File: src/rtl/wb_stage_pkg.sv
// Shared writeback definitions: WB control bit positions, datapath widths and the hardwired zero register.
// The MEM and ID stages import this package as well.
package wb_stage_pkg;

    localparam int DATA_W   = 32;
    localparam int ADDR_W   = 5;
    localparam int NUM_REGS = 32;

    localparam int WB_REGWRITE = 1;
    localparam int WB_MEMTOREG = 0;

    localparam logic [ADDR_W-1:0] REG_ZERO = 5'd0;

endpackage

File: src/rtl/wb_stage_reg_file.sv
// 32-entry general-purpose register file: synchronous clear, one write port and two read ports.
// Both read ports forward the write that is in flight in the same cycle.
module wb_stage_reg_file #(
    parameter int DATA_W   = wb_stage_pkg::DATA_W,
    parameter int ADDR_W   = wb_stage_pkg::ADDR_W,
    parameter int NUM_REGS = wb_stage_pkg::NUM_REGS
) (
    input  logic              clk,
    input  logic              reset,
    input  logic              we,
    input  logic [ADDR_W-1:0] waddr,
    input  logic [DATA_W-1:0] wdata,
    input  logic [ADDR_W-1:0] rs_addr,
    input  logic [ADDR_W-1:0] rt_addr,
    output logic [DATA_W-1:0] rs_data,
    output logic [DATA_W-1:0] rt_data
);
    import wb_stage_pkg::*;

    logic [DATA_W-1:0] regs_r [NUM_REGS];
    logic [DATA_W-1:0] rs_data_s;
    logic [DATA_W-1:0] rt_data_s;

    // Storage: reset wins over the write port; entry 0 is never written.
    always_ff @(posedge clk) begin
        if (reset) begin
            for (int i = 0; i < NUM_REGS; i++) begin
                regs_r[i] <= {DATA_W{1'b0}};
            end
        end else if (we && (waddr != REG_ZERO)) begin
            regs_r[waddr] <= wdata;
        end
    end

    // Read port A with write-before-read forwarding.
    always_comb begin
        rs_data_s = {DATA_W{1'b0}};
        if (rs_addr == REG_ZERO) begin
            rs_data_s = {DATA_W{1'b0}};
        end else if (we && (rs_addr == waddr)) begin
            rs_data_s = wdata;
        end else begin
            rs_data_s = regs_r[rs_addr];
        end
    end

    // Read port B with write-before-read forwarding.
    always_comb begin
        rt_data_s = {DATA_W{1'b0}};
        if (rt_addr == REG_ZERO) begin
            rt_data_s = {DATA_W{1'b0}};
        end else if (we && (rt_addr == waddr)) begin
            rt_data_s = wdata;
        end else begin
            rt_data_s = regs_r[rt_addr];
        end
    end

    assign rs_data = rs_data_s;
    assign rt_data = rt_data_s;

endmodule

File: src/rtl/wb_stage.sv
// Writeback stage: selects the value to write back from the MEM/WB latch, commits it to the
// register file and counts retired register writes.
module wb_stage #(
    parameter int DATA_W   = wb_stage_pkg::DATA_W,
    parameter int ADDR_W   = wb_stage_pkg::ADDR_W,
    parameter int NUM_REGS = wb_stage_pkg::NUM_REGS,
    parameter int CNT_W    = 32
) (
    input  logic              clk,
    input  logic              reset,
    input  logic [1:0]        mem_control_wb,
    input  logic [DATA_W-1:0] mem_read_data,
    input  logic [DATA_W-1:0] mem_ALU_result,
    input  logic [ADDR_W-1:0] mem_Write_reg,
    input  logic [ADDR_W-1:0] rs_addr,
    input  logic [ADDR_W-1:0] rt_addr,
    output logic [DATA_W-1:0] rs_data,
    output logic [DATA_W-1:0] rt_data,
    output logic [DATA_W-1:0] wb_write_data,
    output logic [ADDR_W-1:0] wb_write_reg,
    output logic              wb_regwrite,
    output logic [CNT_W-1:0]  retire_count
);
    import wb_stage_pkg::*;

    logic [DATA_W-1:0] wb_data_s;
    logic              wb_we_s;
    logic [CNT_W-1:0]  retire_count_r;

    // Writeback mux; an if/else keeps an unknown load value out while the ALU path is selected.
    always_comb begin
        wb_data_s = {DATA_W{1'b0}};
        if (mem_control_wb[WB_MEMTOREG]) begin
            wb_data_s = mem_read_data;
        end else begin
            wb_data_s = mem_ALU_result;
        end
    end

    assign wb_we_s = mem_control_wb[WB_REGWRITE] && (mem_Write_reg != REG_ZERO);

    // Retired-writeback counter, wraps silently.
    always_ff @(posedge clk) begin
        if (reset) begin
            retire_count_r <= {CNT_W{1'b0}};
        end else if (wb_we_s) begin
            retire_count_r <= retire_count_r + {{(CNT_W-1){1'b0}}, 1'b1};
        end
    end

    wb_stage_reg_file #(
        .DATA_W   (DATA_W),
        .ADDR_W   (ADDR_W),
        .NUM_REGS (NUM_REGS)
    ) u_reg_file (
        .clk     (clk),
        .reset   (reset),
        .we      (wb_we_s),
        .waddr   (mem_Write_reg),
        .wdata   (wb_data_s),
        .rs_addr (rs_addr),
        .rt_addr (rt_addr),
        .rs_data (rs_data),
        .rt_data (rt_data)
    );

    assign wb_write_data = wb_data_s;
    assign wb_write_reg  = mem_Write_reg;
    assign wb_regwrite   = wb_we_s;
    assign retire_count  = retire_count_r;

endmodule

File: config.mk
export PLATFORM = sky130hd
export DESIGN_NAME = wb_stage
export DESIGN_NICKNAME = d
export VERILOG_FILES = /design/src/rtl/wb_stage_pkg.sv /design/src/rtl/wb_stage_reg_file.sv /design/src/rtl/wb_stage.sv
export SDC_FILE = /design/constraint.sdc
export NUM_CORES = 2
export LEC_CHECK = 0
export BUFFER_PORTS_ARGS = -buffer_cell sky130_fd_sc_hd__buf_2
export CAP_MARGIN = 20
export CORE_UTILIZATION = 55
export DETAILED_ROUTE_END_ITERATION = 12
export PLACE_DENSITY = 0.72
export SLEW_MARGIN = 10
export SYNTH_ARGS = -nofsm -noshare
export SYNTH_HDL_FRONTEND = slang
export SYNTH_HIERARCHICAL = 1
export SYNTH_SLANG_ARGS = --single-unit
File: constraint.sdc
create_clock -name clk -period 4.3 [get_ports clk]
set_input_delay 1.075 -clock clk [delete_from_list [all_inputs] [get_ports clk]]
set_output_delay 1.075 -clock clk [all_outputs]
set_load 0.03 [all_outputs]
==> results.yml <==
yosys:
  synthMostInstantiatedCell: "edfxtp_1"
  yosysSeqAreaShare: 0.553
  synthesis.area_sq_mm: 0.0567
  ys_types: 67
  ys_seq_elements: 1056
  synth_top_area_share: 0.542
  synth_area_leaders: "edfxtp_1 (54%), mux4_2 (15%), and2_1 (11%)"
  syn_inst: 3959
  yosysWarnings: 6
  synth_top_cell_by_area: "edfxtp_1"
  async_flop_share: 0
  synth-edff-count: 1024
  avgSynthCellArea_sq_um: 14.3
  synth.top_cells.by_count: "edfxtp_1 (1024), and2_1 (995), mux4_2 (388)"
  synthFlopType: "edfxtp_1"
final_layout:
  final_cell_count_no_fill: 5848
  synthToLayoutAreaGrowth_pct: 19.1
  drive_above_1_share: 0.325
  num-nets-final: 4460
  nFillCells: 7223
  finalInstanceArea_sq_mm: 0.0676
  multi_input_area_sq_mm: 0.0244
  regArea_sq_mm: 0.0314
floorplanning:
  die_x_um: 323
  io-pin-count: 217
  initial_core_util: 0.556
  die_h_um: 323
  fp.coreArea_sq_mm: 0.102
  rows: 117
  die-area_sq_mm: 0.104
global_routing:
  grt_overflow: 0
  grt_max_degree: 41
  grt_pass1_wl_mm: 293
  grt_pass1_vias: 40347
  antenna_found_initial: 25
  grtUsageTotal: 0.405
placement:
  placed_cell_area_sq_mm: 0.0626
  gp_congestion: 0.960
  place_inst: 5588
  pre_cts_slack_ns: -0.670
  io_buffers: 216
  dp_hpwl_mm: 131
min_path:
  holdPathStages: 2
  min_to: "retire_count[31]"
  hp-class: "flip-flop to flip-flop"
  min_from: "retire_count[31]"
clock_network:
  clkLatencyLatePin_ns: 0.71
  h-tree-depth: 3
  path_clk_slew_ns: 0.06
  cts_tree: "built"
  root_buffer: "clkbuf_16"
  hold_buffers: 0
  clock_sinks: 1056
  ctsLongestPathBuffers: 3
  numCtsBuffers: 111
drt:
  wl_mm: 213
  firstDrtPassIters: 6
  drc_errors: 0
  vias: 41729
  wl_per_cell_um: 36.5
  postRouteAntennaNets: 0
  vias_per_cell: 7.14
  drt_iter0_drc: 7810
pwr:
  powerDensity_mw_per_mm2: 381
  p_int_uw: 18900
  irDropWorstVdd_uv: 284
  pwr-share-comb: 0.161
  netSwitchingFraction: 0.267
  seq_power_share: 0.471
  p_leak_uw: 0.0247
  clockPowerShare: 0.368
  switchingPower_uw: 6870
worst_setup_path:
  crit_arrival_ns: 3.28
  cp-start-kind: "input pin"
  crit_type: "input pin to primary output"
  worst_r2r_endpoint: "retire_count[20]"
  r2r_start: "retire_count[0]"
  crit_path_end_kind: "primary output"
  reg2reg_depth: 6
  cp.required_ns: 3.22
  r2r_setup_slack_ns: 2.39
  worstPathMaxFanout: 11
sta:
  final_max_slew_viol_count: 0
  final.setup.worst_slack_ns: -0.0552
  finClkSkew_ns: 0.00404
  finalSetupViolCount: 22
  slew_headroom: 0.446
  fin_crit_sh: 1.01
  fmax_ghz: 0.230
  tightest_slew_ns: 0.830
  finalHoldViolCount: 0
  rsz0062_at_grt: "yes"
  period_needed_ns: 4.36
outcome:
  failed_checks: "setup timing"
  status: "complete, but fails checks"
job:
  cap_viol_max_count: 0
-- per-layer routing --
layer	wire length (um)	up-vias	global-route usage
li1	-	16058	-
met1	71200	20704	0.526
met2	92600	4026	0.598
met3	33500	929	0.116
met4	16000	12	0.260
met5	64	-	0.000463
-- cell usage in the layout, fill, tap and decap left out, types with 8 or more instances in the layout --
cell type  netlist  layout
conb_1           1      32
clkinv_1         0      33
buf_8            0       9
or2_2           33      32
diode_2          0      12
mux4_2         388     388
o221a_2         18      17
nor2_4           0      35
buf_6            8      25
nand3_1         18      18
nand4_1         11      11
a22o_1          55      41
mux2_2          37      37
nand2_1         48      47
buf_12           0      82
a21oi_1         80      74
bufinv_16        0       9
o22ai_1         41      40
a22oi_1        133     126
o211ai_1        10      10
buf_16           0      14
and2_1         995     993
buf_2           71     173
a22o_4           0      13
nor4_1          15      15
a221o_1         13      11
dfxtp_1         32      32
clkinv_2         0      18
mux2i_1        281     279
o221ai_1        42      41
xnor2_1         36      36
a2111oi_4        0      14
clkbuf_1       306      25
edfxtp_1      1024    1024
a32oi_1          9       9
a2111oi_2        0       8
nor2_1          74      38
buf_4           27     390
clkbuf_16        0     122
-- registers in the layout, indices dropped and copies added (netlist names) --
signal and count:
retire_count 32, u_reg_file/regs_r 1024
-- worst max-delay path: stages --
cell and delay [ns]:
buf_4 0.27, nor2b_1 0.43, buf_4 0.28, a221oi_1 0.15, buf_4 0.19, a22oi_1 0.17
nand2_1 0.12, a221o_1 0.35, buf_2 0.20
-- per-stage QoR --
stage	total power [uW]	setup TNS (ns)	util	hold WS, ns
2_1_floorplan	14400	-0.0878	-	0.608
3_3_place_gp	16000	-6.16	0.613	0.503
3_5_place_dp	16100	-7.32	0.613	0.507
4_1_cts	25500	-0.0209	0.653	0.527
5_1_grt	26200	-0.850	0.662	0.559
6_report	25800	-0.447	0.662	0.532
-- power by group through the flow --
stage | registers, uW | clock network [uW] | logic, uW
floorplan | 12200 | 0 | 2160
global route | 12200 | 9840 | 4200
finish | 12100 | 9480 | 4140
detailed placement | 12300 | 0 | 3750
global placement | 12300 | 0 | 3730
CTS | 12100 | 9470 | 3890
-- final cells by class --
class,instances,share of cell area
Inverter,5,0.000278
Tap cell,1368,0.0253
Sequential cell,1056,0.465
Clock buffer,139,0.0436
Antenna cell,12,0.000445
Clock inverter,66,0.00800
Multi-Input combinational cell,2497,0.362
Timing Repair Buffer,705,0.0961
-- worst max path at each step --
stage	slack [ns]	cells past startpoint	startpoint	endpoint
2_1_floorplan	-0.03	9	mem_Write_reg[0]	rt_data[10]
3_3_place_gp	-0.70	10	rs_addr[0]	rs_data[0]
3_5_place_dp	-0.67	10	rs_addr[0]	rs_data[0]
4_1_cts	-0.008	10	mem_Write_reg[4]	rt_data[9]
5_1_grt	-0.06	9	rs_addr[0]	rs_data[29]
6_report	-0.06	9	rt_addr[2]	rt_data[17]
-- cell families after synthesis --
group | synth area share
adders and majority gates | 0.000221
other | 0.0000661
AOI/OAI and AO/OA | 0.0632
DFF | 0.553
and+or+nand+nor | 0.133
muxes | 0.211
xor gates and xnor gates | 0.00618
buffers and inverters | 0.0333
-- what timing repair did --
item	4_1_cts	5_1_grt
endpoints found under the setup margin	59	64
buffers inserted	3	30
resized for setup	124	95
pin swaps	13	20
cloned	5	8
No activity file was read; power rests on OpenSTA's default activity.
